`config.mk`:
```
export PLATFORM = sky130hd
export DESIGN_NAME = pwm_ctrl_regs_flat
export DESIGN_NICKNAME = d
export VERILOG_FILES = /design/src/rtl/pwm_ctrl_regs_if.sv /design/src/rtl/pwm_ctrl_regs.sv /design/src/flat_wrapper.sv
export SDC_FILE = /design/constraint.sdc
export NUM_CORES = 1
export LEC_CHECK = 0
export CORE_ASPECT_RATIO = 2
export CORE_MARGIN = 2
export CORE_UTILIZATION = 62
export CTS_BUF_LIST = sky130_fd_sc_hd__clkbuf_4 sky130_fd_sc_hd__clkbuf_8 sky130_fd_sc_hd__clkbuf_16
export DETAILED_ROUTE_END_ITERATION = 16
export PLACE_DENSITY_LB_ADDON = 0.1
export SLEW_MARGIN = 20
export SYNTH_ARGS = -nofsm -noshare
export SYNTH_HDL_FRONTEND = slang
export SYNTH_SLANG_ARGS = --single-unit
export TNS_END_PERCENT = 100
```
`constraint.sdc`:
```
create_clock -name clk_i -period 6.65 [get_ports clk_i]
set_input_delay 1.33 -clock clk_i [delete_from_list [all_inputs] [get_ports clk_i]]
set_output_delay 1.33 -clock clk_i [all_outputs]
set_load 0.1 [all_outputs]
```
`src/rtl/pwm_ctrl_regs_if.sv`:
```
// Valid/ready register-bus bundle between a bus master and pwm_ctrl_regs.
// Signal names keep the slave-side direction suffixes used by the register block.
interface pwm_ctrl_regs_if;
   logic        req_valid_i;
   logic        req_ready_o;
   logic        req_we_i;
   logic [5:0]  req_addr_i;
   logic [31:0] req_wdata_i;
   logic [3:0]  req_wstrb_i;
   logic        resp_valid_o;
   logic        resp_ready_i;
   logic [31:0] resp_rdata_o;
   logic        resp_err_o;

   modport slave (
      input  req_valid_i, req_we_i, req_addr_i, req_wdata_i, req_wstrb_i, resp_ready_i,
      output req_ready_o, resp_valid_o, resp_rdata_o, resp_err_o
   );

   modport master (
      output req_valid_i, req_we_i, req_addr_i, req_wdata_i, req_wstrb_i, resp_ready_i,
      input  req_ready_o, resp_valid_o, resp_rdata_o, resp_err_o
   );
endinterface

```
`src/rtl/pwm_ctrl_regs.sv`:
```
// Shadow/active configuration registers for two PWM channels; shadow values are
// committed to the generator-facing active set only at each channel's period boundary.
module pwm_ctrl_regs #(
   parameter int unsigned CH_STRIDE = 32
) (
   input  logic        clk_i,
   input  logic        rst_i,
   pwm_ctrl_regs_if.slave bus,
   output logic [1:0]  pwm0_mode_o,
   output logic [31:0] pwm0_period_o,
   output logic [31:0] pwm0_threshold1_o,
   output logic [31:0] pwm0_threshold2_o,
   output logic [11:0] pwm0_step_o,
   output logic [1:0]  pwm1_mode_o,
   output logic [31:0] pwm1_period_o,
   output logic [31:0] pwm1_threshold1_o,
   output logic [31:0] pwm1_threshold2_o,
   output logic [11:0] pwm1_step_o
);

   localparam int unsigned NCH     = 2;
   localparam int unsigned DW      = 32;
   localparam int unsigned MW      = 2;
   localparam int unsigned SW      = 12;
   localparam int unsigned OFF_ERR = 32'h18;

   logic [MW-1:0] sh_mode_q   [NCH];
   logic [MW-1:0] sh_mode_d   [NCH];
   logic [DW-1:0] sh_period_q [NCH];
   logic [DW-1:0] sh_period_d [NCH];
   logic [DW-1:0] sh_thr1_q   [NCH];
   logic [DW-1:0] sh_thr1_d   [NCH];
   logic [DW-1:0] sh_thr2_q   [NCH];
   logic [DW-1:0] sh_thr2_d   [NCH];
   logic [SW-1:0] sh_step_q   [NCH];
   logic [SW-1:0] sh_step_d   [NCH];

   logic [MW-1:0] act_mode_q   [NCH];
   logic [MW-1:0] act_mode_d   [NCH];
   logic [DW-1:0] act_period_q [NCH];
   logic [DW-1:0] act_period_d [NCH];
   logic [DW-1:0] act_thr1_q   [NCH];
   logic [DW-1:0] act_thr1_d   [NCH];
   logic [DW-1:0] act_thr2_q   [NCH];
   logic [DW-1:0] act_thr2_d   [NCH];
   logic [SW-1:0] act_step_q   [NCH];
   logic [SW-1:0] act_step_d   [NCH];

   logic [DW-1:0] bcnt_q [NCH];
   logic [DW-1:0] bcnt_d [NCH];
   logic [NCH-1:0] pending_q, pending_d;
   logic [NCH-1:0] boundary;

   logic          resp_valid_q, resp_valid_d;
   logic [DW-1:0] resp_rdata_q, resp_rdata_d;
   logic          resp_err_q, resp_err_d;

   logic          req_acc;
   logic [DW-1:0] addr_w;
   logic [DW-1:0] off_w;
   logic          ch_sel;
   logic          dec_err;
   logic [2:0]    reg_idx;
   logic [DW-1:0] rd_data_c;

   function automatic logic [31:0] wmerge(input logic [31:0] old_v,
                                          input logic [31:0] new_v,
                                          input logic [3:0]  strb);
      logic [31:0] r;
      r = old_v;
      for (int b = 0; b < 4; b++) begin
         if (strb[b]) r[8*b +: 8] = new_v[8*b +: 8];
      end
      return r;
   endfunction

   // Only one response may be outstanding; a consumed response frees the slot in the same cycle.
   assign bus.req_ready_o  = !resp_valid_q || bus.resp_ready_i;
   assign bus.resp_valid_o = resp_valid_q;
   assign bus.resp_rdata_o = resp_rdata_q;
   assign bus.resp_err_o   = resp_err_q;
   assign req_acc          = bus.req_valid_i && bus.req_ready_o;

   // Address decode: bank select, in-bank offset and error detection.
   always_comb begin
      addr_w = DW'(bus.req_addr_i);
      ch_sel = 1'b0;
      off_w  = addr_w;
      if (addr_w >= CH_STRIDE) begin
         ch_sel = 1'b1;
         off_w  = addr_w - CH_STRIDE;
      end
      dec_err = (bus.req_addr_i[1:0] != 2'b00) || (off_w >= OFF_ERR) ||
                (addr_w >= 2 * CH_STRIDE);
      reg_idx = off_w[4:2];
   end

   always_comb begin
      rd_data_c = '0;
      case (reg_idx)
         3'd0:    rd_data_c = DW'(sh_mode_q[ch_sel]);
         3'd1:    rd_data_c = sh_period_q[ch_sel];
         3'd2:    rd_data_c = sh_thr1_q[ch_sel];
         3'd3:    rd_data_c = sh_thr2_q[ch_sel];
         3'd4:    rd_data_c = DW'(sh_step_q[ch_sel]);
         3'd5:    rd_data_c = DW'(pending_q[ch_sel]);
         default: rd_data_c = '0;
      endcase
   end

   always_comb begin
      sh_mode_d    = sh_mode_q;
      sh_period_d  = sh_period_q;
      sh_thr1_d    = sh_thr1_q;
      sh_thr2_d    = sh_thr2_q;
      sh_step_d    = sh_step_q;
      act_mode_d   = act_mode_q;
      act_period_d = act_period_q;
      act_thr1_d   = act_thr1_q;
      act_thr2_d   = act_thr2_q;
      act_step_d   = act_step_q;
      bcnt_d       = bcnt_q;
      pending_d    = pending_q;
      boundary     = '0;
      resp_valid_d = resp_valid_q;
      resp_rdata_d = resp_rdata_q;
      resp_err_d   = resp_err_q;

      // Boundary tracking and commit use pre-write shadow values.
      for (int c = 0; c < NCH; c++) begin
         boundary[c] = (act_mode_q[c] == '0) || (act_period_q[c] <= 32'd1) ||
                       (bcnt_q[c] >= act_period_q[c] - 32'd1);
         bcnt_d[c]   = boundary[c] ? '0 : bcnt_q[c] + 32'd1;
         if (pending_q[c] && boundary[c]) begin
            act_mode_d[c]   = sh_mode_q[c];
            act_period_d[c] = sh_period_q[c];
            act_thr1_d[c]   = sh_thr1_q[c];
            act_thr2_d[c]   = sh_thr2_q[c];
            act_step_d[c]   = sh_step_q[c];
            pending_d[c]    = 1'b0;
         end
      end

      // An APPLY in the commit cycle re-arms pending for the next boundary.
      if (req_acc) begin
         resp_valid_d = 1'b1;
         resp_rdata_d = '0;
         resp_err_d   = 1'b0;
         if (dec_err) begin
            resp_err_d = 1'b1;
         end else if (bus.req_we_i) begin
            case (reg_idx)
               3'd0: sh_mode_d[ch_sel] = MW'(wmerge(DW'(sh_mode_q[ch_sel]),
                                                    bus.req_wdata_i, bus.req_wstrb_i));
               3'd1: sh_period_d[ch_sel] = wmerge(sh_period_q[ch_sel],
                                                  bus.req_wdata_i, bus.req_wstrb_i);
               3'd2: sh_thr1_d[ch_sel] = wmerge(sh_thr1_q[ch_sel],
                                                bus.req_wdata_i, bus.req_wstrb_i);
               3'd3: sh_thr2_d[ch_sel] = wmerge(sh_thr2_q[ch_sel],
                                                bus.req_wdata_i, bus.req_wstrb_i);
               3'd4: sh_step_d[ch_sel] = SW'(wmerge(DW'(sh_step_q[ch_sel]),
                                                    bus.req_wdata_i, bus.req_wstrb_i));
               3'd5: if (bus.req_wstrb_i[0] && bus.req_wdata_i[0]) pending_d[ch_sel] = 1'b1;
               default: ;
            endcase
         end else begin
            resp_rdata_d = rd_data_c;
         end
      end else if (resp_valid_q && bus.resp_ready_i) begin
         resp_valid_d = 1'b0;
         resp_rdata_d = '0;
         resp_err_d   = 1'b0;
      end
   end

   always_ff @(posedge clk_i) begin
      if (!rst_i) begin
         for (int c = 0; c < NCH; c++) begin
            sh_mode_q[c]    <= '0;
            sh_period_q[c]  <= '0;
            sh_thr1_q[c]    <= '0;
            sh_thr2_q[c]    <= '0;
            sh_step_q[c]    <= '0;
            act_mode_q[c]   <= '0;
            act_period_q[c] <= '0;
            act_thr1_q[c]   <= '0;
            act_thr2_q[c]   <= '0;
            act_step_q[c]   <= '0;
            bcnt_q[c]       <= '0;
         end
         pending_q    <= '0;
         resp_valid_q <= 1'b0;
         resp_rdata_q <= '0;
         resp_err_q   <= 1'b0;
      end else begin
         sh_mode_q    <= sh_mode_d;
         sh_period_q  <= sh_period_d;
         sh_thr1_q    <= sh_thr1_d;
         sh_thr2_q    <= sh_thr2_d;
         sh_step_q    <= sh_step_d;
         act_mode_q   <= act_mode_d;
         act_period_q <= act_period_d;
         act_thr1_q   <= act_thr1_d;
         act_thr2_q   <= act_thr2_d;
         act_step_q   <= act_step_d;
         bcnt_q       <= bcnt_d;
         pending_q    <= pending_d;
         resp_valid_q <= resp_valid_d;
         resp_rdata_q <= resp_rdata_d;
         resp_err_q   <= resp_err_d;
      end
   end

   assign pwm0_mode_o       = act_mode_q[0];
   assign pwm0_period_o     = act_period_q[0];
   assign pwm0_threshold1_o = act_thr1_q[0];
   assign pwm0_threshold2_o = act_thr2_q[0];
   assign pwm0_step_o       = act_step_q[0];
   assign pwm1_mode_o       = act_mode_q[1];
   assign pwm1_period_o     = act_period_q[1];
   assign pwm1_threshold1_o = act_thr1_q[1];
   assign pwm1_threshold2_o = act_thr2_q[1];
   assign pwm1_step_o       = act_step_q[1];

endmodule

```
`src/flat_wrapper.sv`:
```
// flat-port wrapper written by rule: the top's interface ports become plain ports
module pwm_ctrl_regs_flat 
#(
   parameter int unsigned CH_STRIDE = 32
)
  (clk_i, rst_i, pwm0_mode_o, pwm0_period_o, pwm0_threshold1_o, pwm0_threshold2_o, pwm0_step_o, pwm1_mode_o, pwm1_period_o, pwm1_threshold1_o, pwm1_threshold2_o, pwm1_step_o, bus_req_valid_i, bus_req_we_i, bus_req_addr_i, bus_req_wdata_i, bus_req_wstrb_i, bus_resp_ready_i, bus_req_ready_o, bus_resp_valid_o, bus_resp_rdata_o, bus_resp_err_o);
  pwm_ctrl_regs_if bus_i ();
  input  logic clk_i;
  input  logic rst_i;
  output logic [1:0] pwm0_mode_o;
  output logic [31:0] pwm0_period_o;
  output logic [31:0] pwm0_threshold1_o;
  output logic [31:0] pwm0_threshold2_o;
  output logic [11:0] pwm0_step_o;
  output logic [1:0] pwm1_mode_o;
  output logic [31:0] pwm1_period_o;
  output logic [31:0] pwm1_threshold1_o;
  output logic [31:0] pwm1_threshold2_o;
  output logic [11:0] pwm1_step_o;
  input wire logic [$bits(bus_i.req_valid_i)-1:0] bus_req_valid_i;
  input wire logic [$bits(bus_i.req_we_i)-1:0] bus_req_we_i;
  input wire logic [$bits(bus_i.req_addr_i)-1:0] bus_req_addr_i;
  input wire logic [$bits(bus_i.req_wdata_i)-1:0] bus_req_wdata_i;
  input wire logic [$bits(bus_i.req_wstrb_i)-1:0] bus_req_wstrb_i;
  input wire logic [$bits(bus_i.resp_ready_i)-1:0] bus_resp_ready_i;
  output wire logic [$bits(bus_i.req_ready_o)-1:0] bus_req_ready_o;
  output wire logic [$bits(bus_i.resp_valid_o)-1:0] bus_resp_valid_o;
  output wire logic [$bits(bus_i.resp_rdata_o)-1:0] bus_resp_rdata_o;
  output wire logic [$bits(bus_i.resp_err_o)-1:0] bus_resp_err_o;
  assign bus_i.req_valid_i = bus_req_valid_i;
  assign bus_i.req_we_i = bus_req_we_i;
  assign bus_i.req_addr_i = bus_req_addr_i;
  assign bus_i.req_wdata_i = bus_req_wdata_i;
  assign bus_i.req_wstrb_i = bus_req_wstrb_i;
  assign bus_i.resp_ready_i = bus_resp_ready_i;
  assign bus_req_ready_o = bus_i.req_ready_o;
  assign bus_resp_valid_o = bus_i.resp_valid_o;
  assign bus_resp_rdata_o = bus_i.resp_rdata_o;
  assign bus_resp_err_o = bus_i.resp_err_o;
  pwm_ctrl_regs #(.CH_STRIDE(CH_STRIDE)) u_core (.clk_i(clk_i), .rst_i(rst_i), .bus(bus_i), .pwm0_mode_o(pwm0_mode_o), .pwm0_period_o(pwm0_period_o), .pwm0_threshold1_o(pwm0_threshold1_o), .pwm0_threshold2_o(pwm0_threshold2_o), .pwm0_step_o(pwm0_step_o), .pwm1_mode_o(pwm1_mode_o), .pwm1_period_o(pwm1_period_o), .pwm1_threshold1_o(pwm1_threshold1_o), .pwm1_threshold2_o(pwm1_threshold2_o), .pwm1_step_o(pwm1_step_o));
endmodule
```
==> results.tsv <==
stage	metric	value	unit
status	outcome	completed	
route	DRC	0	
sta	max-slew violations	0	
clock_tree	root buffer cell	clkbuf_16	
logic_synthesis	largest family of logic cells by synthesized area	compound AO/OA/AOI/OAI gates	
die	initial core utilization	62.5	%
logic_synthesis	number of synthesized flops with an enable pin	0	
critical_path	Setup crit start	u_core.pwm0_period_o[0]	
critical_path	CP max FO	60	
logic_synthesis	Post-Syn Area	29500	um2
critical_path	Critical Path End Type	flip-flop	
logic_synthesis	Synth Area in Compound Gates	24.4	%
critical_path	R2R cell count	16	
sta	RSZ-0062 raised after global routing	no	
place	HPWL Detailed	68200	um
route	post-route ant nets	0	
layout	Synth-to-Final Area Change	15.2	%
die	chip width	158	um
global_route	Global Route met2 Usage	61.5	%
sta	Post-Route Setup TNS	0	ns
flow_run	max-cap violations	0	
critical_path	WS Path Type	flip-flop to flip-flop	
power	Pwr Density	191	nW/um2
global_route	grt met3 use	6.86	%
die	chip height	313	um
die	CORE AREA	47200	um2
clock_tree	CTS Buffer Depth	3	
sta	top achievable clock speed	0.201	GHz
logic_synthesis	Post-Synth Adder-Cell Area	2.97	%
power	Pwr Total	6.50	mW
place	area of placed instances	32400	um2
logic_synthesis	Syn Inst Count	3621	
global_route	pin count of the biggest net entering global routing	243	
power	Sw Pwr	1.51	mW
sta	final setup violation count	0	
global_route	M1 GR Usage	51.4	%
global_route	gr busiest metal	met2	
layout	Core Util, Final	72.0	%
global_route	Global Route Usage Sum	39.7	%
layout	Final Cell Area	34000	um2
clock_tree	setup bufs post-CTS	0	
logic_synthesis	Top FF cell, synth	dfxtp_1	
route	Vias/cell	6.64	
power	Int Power	4.99	mW
layout	nets	3773	
power	sequential power share	49.8	%
clock_tree	# hold bufs at CTS	0	
critical_path	Worst Path Arrival	5.40	ns
logic_synthesis	post-synth top area share	36.6	%
route	Via Count	28708	
route	Iteration-0 DRC Markers	3408	
sta	clock skew	0.0202	ns
power	static leakage	11.0	nW
hold_path	worst hold path cell count	2	
place	IO Port Bufs	301	
clock_tree	Num CTS Buffers	49	
sta	Final Critical Period	4.97	ns
logic_synthesis	Synth Area in Simple Gates	22.5	%
hold_path	Hold Path Sink	u_core.bus.resp_rdata_o[25]	
global_route	initial antenna violation count	0	
route	Detailed Routing Iterations Pass 1	6	
logic_synthesis	#FFs+latches synth	540	
critical_path	Req. time, crit path	7.09	ns
route	WL per Instance	23.5	um
logic_synthesis	multiplexer share of the synthesized area	4.67	%
route	final wirelength	102000	um
clock_tree	Post-CTS Resized	0	
logic_synthesis	biggest area consumer among synthesized cells	dfxtp_1	
sta	fin crit share	74.7	%
clock_tree	H-Tree Depth	2	
power	VDD IR max	0.000188	V
sta	Final Hold Viols	0	
clock_tree	Sink Count	540	
sta	worst hold slack	0.470	ns
global_route	GRT overflow	0	
sta	slew margin rel.	22.7	%
critical_path	FF-to-FF setup slack	1.68	ns
logic_synthesis	Synth area leaders	dfxtp_1, nand2_1, a21boi_0, o221ai_2, mux2i_1	
logic_synthesis	Synth Area in XOR/XNOR	3.53	%
critical_path	worst reg2reg startpoint	u_core.pwm0_period_o[0]	
hold_path	Hold Path Origin	u_core.bus.resp_rdata_o[25]	
clock_tree	Reg clk slew, reported paths	0.07	ns
die	I/O pin count	302	
logic_synthesis	Post-Syn Nets	3738	
critical_path	Startpoint Class	flip-flop	
die	Site Rows	113	
layout	layout cell share with drive strength beyond 1	7.07	%
power	part of the power in the clock network	45.8	%
layout	ant diodes	0	
logic_synthesis	synthesis warning total	0	
die	die area	49500	um2
clock_tree	CTS tree	built	
sta	Least-Margin Pin Slew	1.13	ns
power	combinational share of power	4.4	%
power	sw frac	23.2	%
critical_path	worst flop-to-flop path endpoint	u_core.pwm0_threshold2_o[14]	
place	RD Place Congestion	0.967	
global_route	first-pass GRT wire length	154000	um
logic_synthesis	Cell variety after synth	58	
hold_path	Hold Crit Class	flip-flop to flip-flop	
logic_synthesis	Seq/Total Area, Yosys	36.6	%
logic_synthesis	ys async rst share	0	%
logic_synthesis	syn avg cell area	8.15	um2
global_route	vias in the first global route	26492	
clock_tree	Worst-Skew Late Latency	0.60	ns
[how the worst max path moves through the flow]
stage | end | slack (ns)
2_1_floorplan | u_core.pwm0_mode_o[1] | 1.84
3_3_place_gp | u_core.pwm0_threshold2_o[4] | 1.99
3_5_place_dp | u_core.pwm0_threshold1_o[15] | 1.79
4_1_cts | u_core.pwm0_threshold1_o[25] | 1.78
5_1_grt | u_core.pwm0_threshold2_o[20] | 1.38
6_report | u_core.pwm0_threshold2_o[14] | 1.68
[metal layers]
layer | vias to the layer above | part of all wire [%]
met5 | - | 0
met4 | 0 | 7.0
met3 | 314 | 9.2
met2 | 1588 | 46
met1 | 13623 | 38
li1 | 13183 | -
[worst max-delay path: stages (launching register included)]
cell,delay [ns]
dfxtp_1,0.37
inv_1,0.11
ha_1,0.21
nor3b_1,0.49
nand3b_1,0.24
nor3_1,0.50
nand2_1,0.20
nor3_1,0.26
xnor2_1,0.15
ha_1,0.26
nand2_1,0.06
o21ai_0,0.11
a221o_2,0.45
nor3_1,0.30
o21a_4,0.50
buf_12,0.33
o221ai_1,0.19
[power groups by stage]
stage | combinational [mW] | sequential (mW) | clock [mW]
floorplan | 0.176 | 3.32 | 0
global route | 0.297 | 3.24 | 3.11
detailed placement | 0.278 | 3.31 | 0
CTS | 0.278 | 3.24 | 2.98
global placement | 0.277 | 3.31 | 0
finish | 0.287 | 3.24 | 2.98
[cell usage in the layout, fill, tap and decap left out, types with 61 or more instances in the layout]
cell | synthesis | final
o21ai_0 | 120 | 120
o2111ai_1 | 61 | 61
nor2_1 | 187 | 180
dfxtp_1 | 540 | 538
nand2_1 | 698 | 696
a21boi_0 | 227 | 227
a21oi_1 | 129 | 128
ha_1 | 70 | 70
o221ai_1 | 120 | 120
mux2i_1 | 132 | 131
clkdlybuf4s50_1 | 0 | 299
nand3_1 | 256 | 256
nor4_1 | 101 | 101
o211ai_1 | 83 | 83
nor2b_1 | 107 | 107
o221ai_2 | 100 | 100
[synth_stat cells, types with 19 or more instances]
library cell    n
xor2_1         59
nand4_1        25
o21ai_0       120
nand2_1       698
o221ai_1      120
o221ai_2      100
inv_1          19
o2111ai_1      61
clkbuf_1      328
dfxtp_1       540
nand3_1       256
xnor2_1        60
nor3_1         20
mux2i_1       132
a21oi_1       129
nor2b_1       107
a21boi_0      227
o211ai_1       83
nor2_1        187
o22ai_1        44
nor4_1        101
ha_1           70
[sequential cells by signal (all words and copies together), names as in the netlist, 24 cells and up]
name                      count
u_core.sh_thr1_q             64
u_core.bcnt_q                64
u_core.pwm1_period_o         32
u_core.pwm1_threshold2_o     32
u_core.sh_step_q             24
u_core.pwm0_period_o         32
u_core.sh_thr2_q             64
u_core.pwm1_threshold1_o     32
u_core.bus.resp_rdata_o      32
u_core.pwm0_threshold2_o     32
u_core.pwm0_threshold1_o     32
u_core.sh_period_q           64
[cells by family (layout without fill, tap and decap cells)]
group,after synthesis,count (layout)
flops,540,540
mux,137,137
buf+inv,378,448
fa+ha+maj,70,70
compound gates,918,918
simple gates,1459,1459
xor+xnor,119,119
[stage by stage]
stage	worst slack, ns	instances
after floorplan	1.84	3621
after global placement	1.99	4236
after detailed placement	1.79	4237
after CTS	1.78	4323
after global routing	1.38	4323
final	1.68	4323
[final cells by class]
class | count | area, um2
multi-input combinational | 2703 | 17300
tap | 632 | 791
sequential | 540 | 10800
clock buffer | 72 | 1460
clock inverter | 14 | 183
timing repair buffer | 341 | 3420
inverter | 21 | 78.8
fill | 3809 | 13200
No activity file was read; power rests on OpenSTA's default activity.
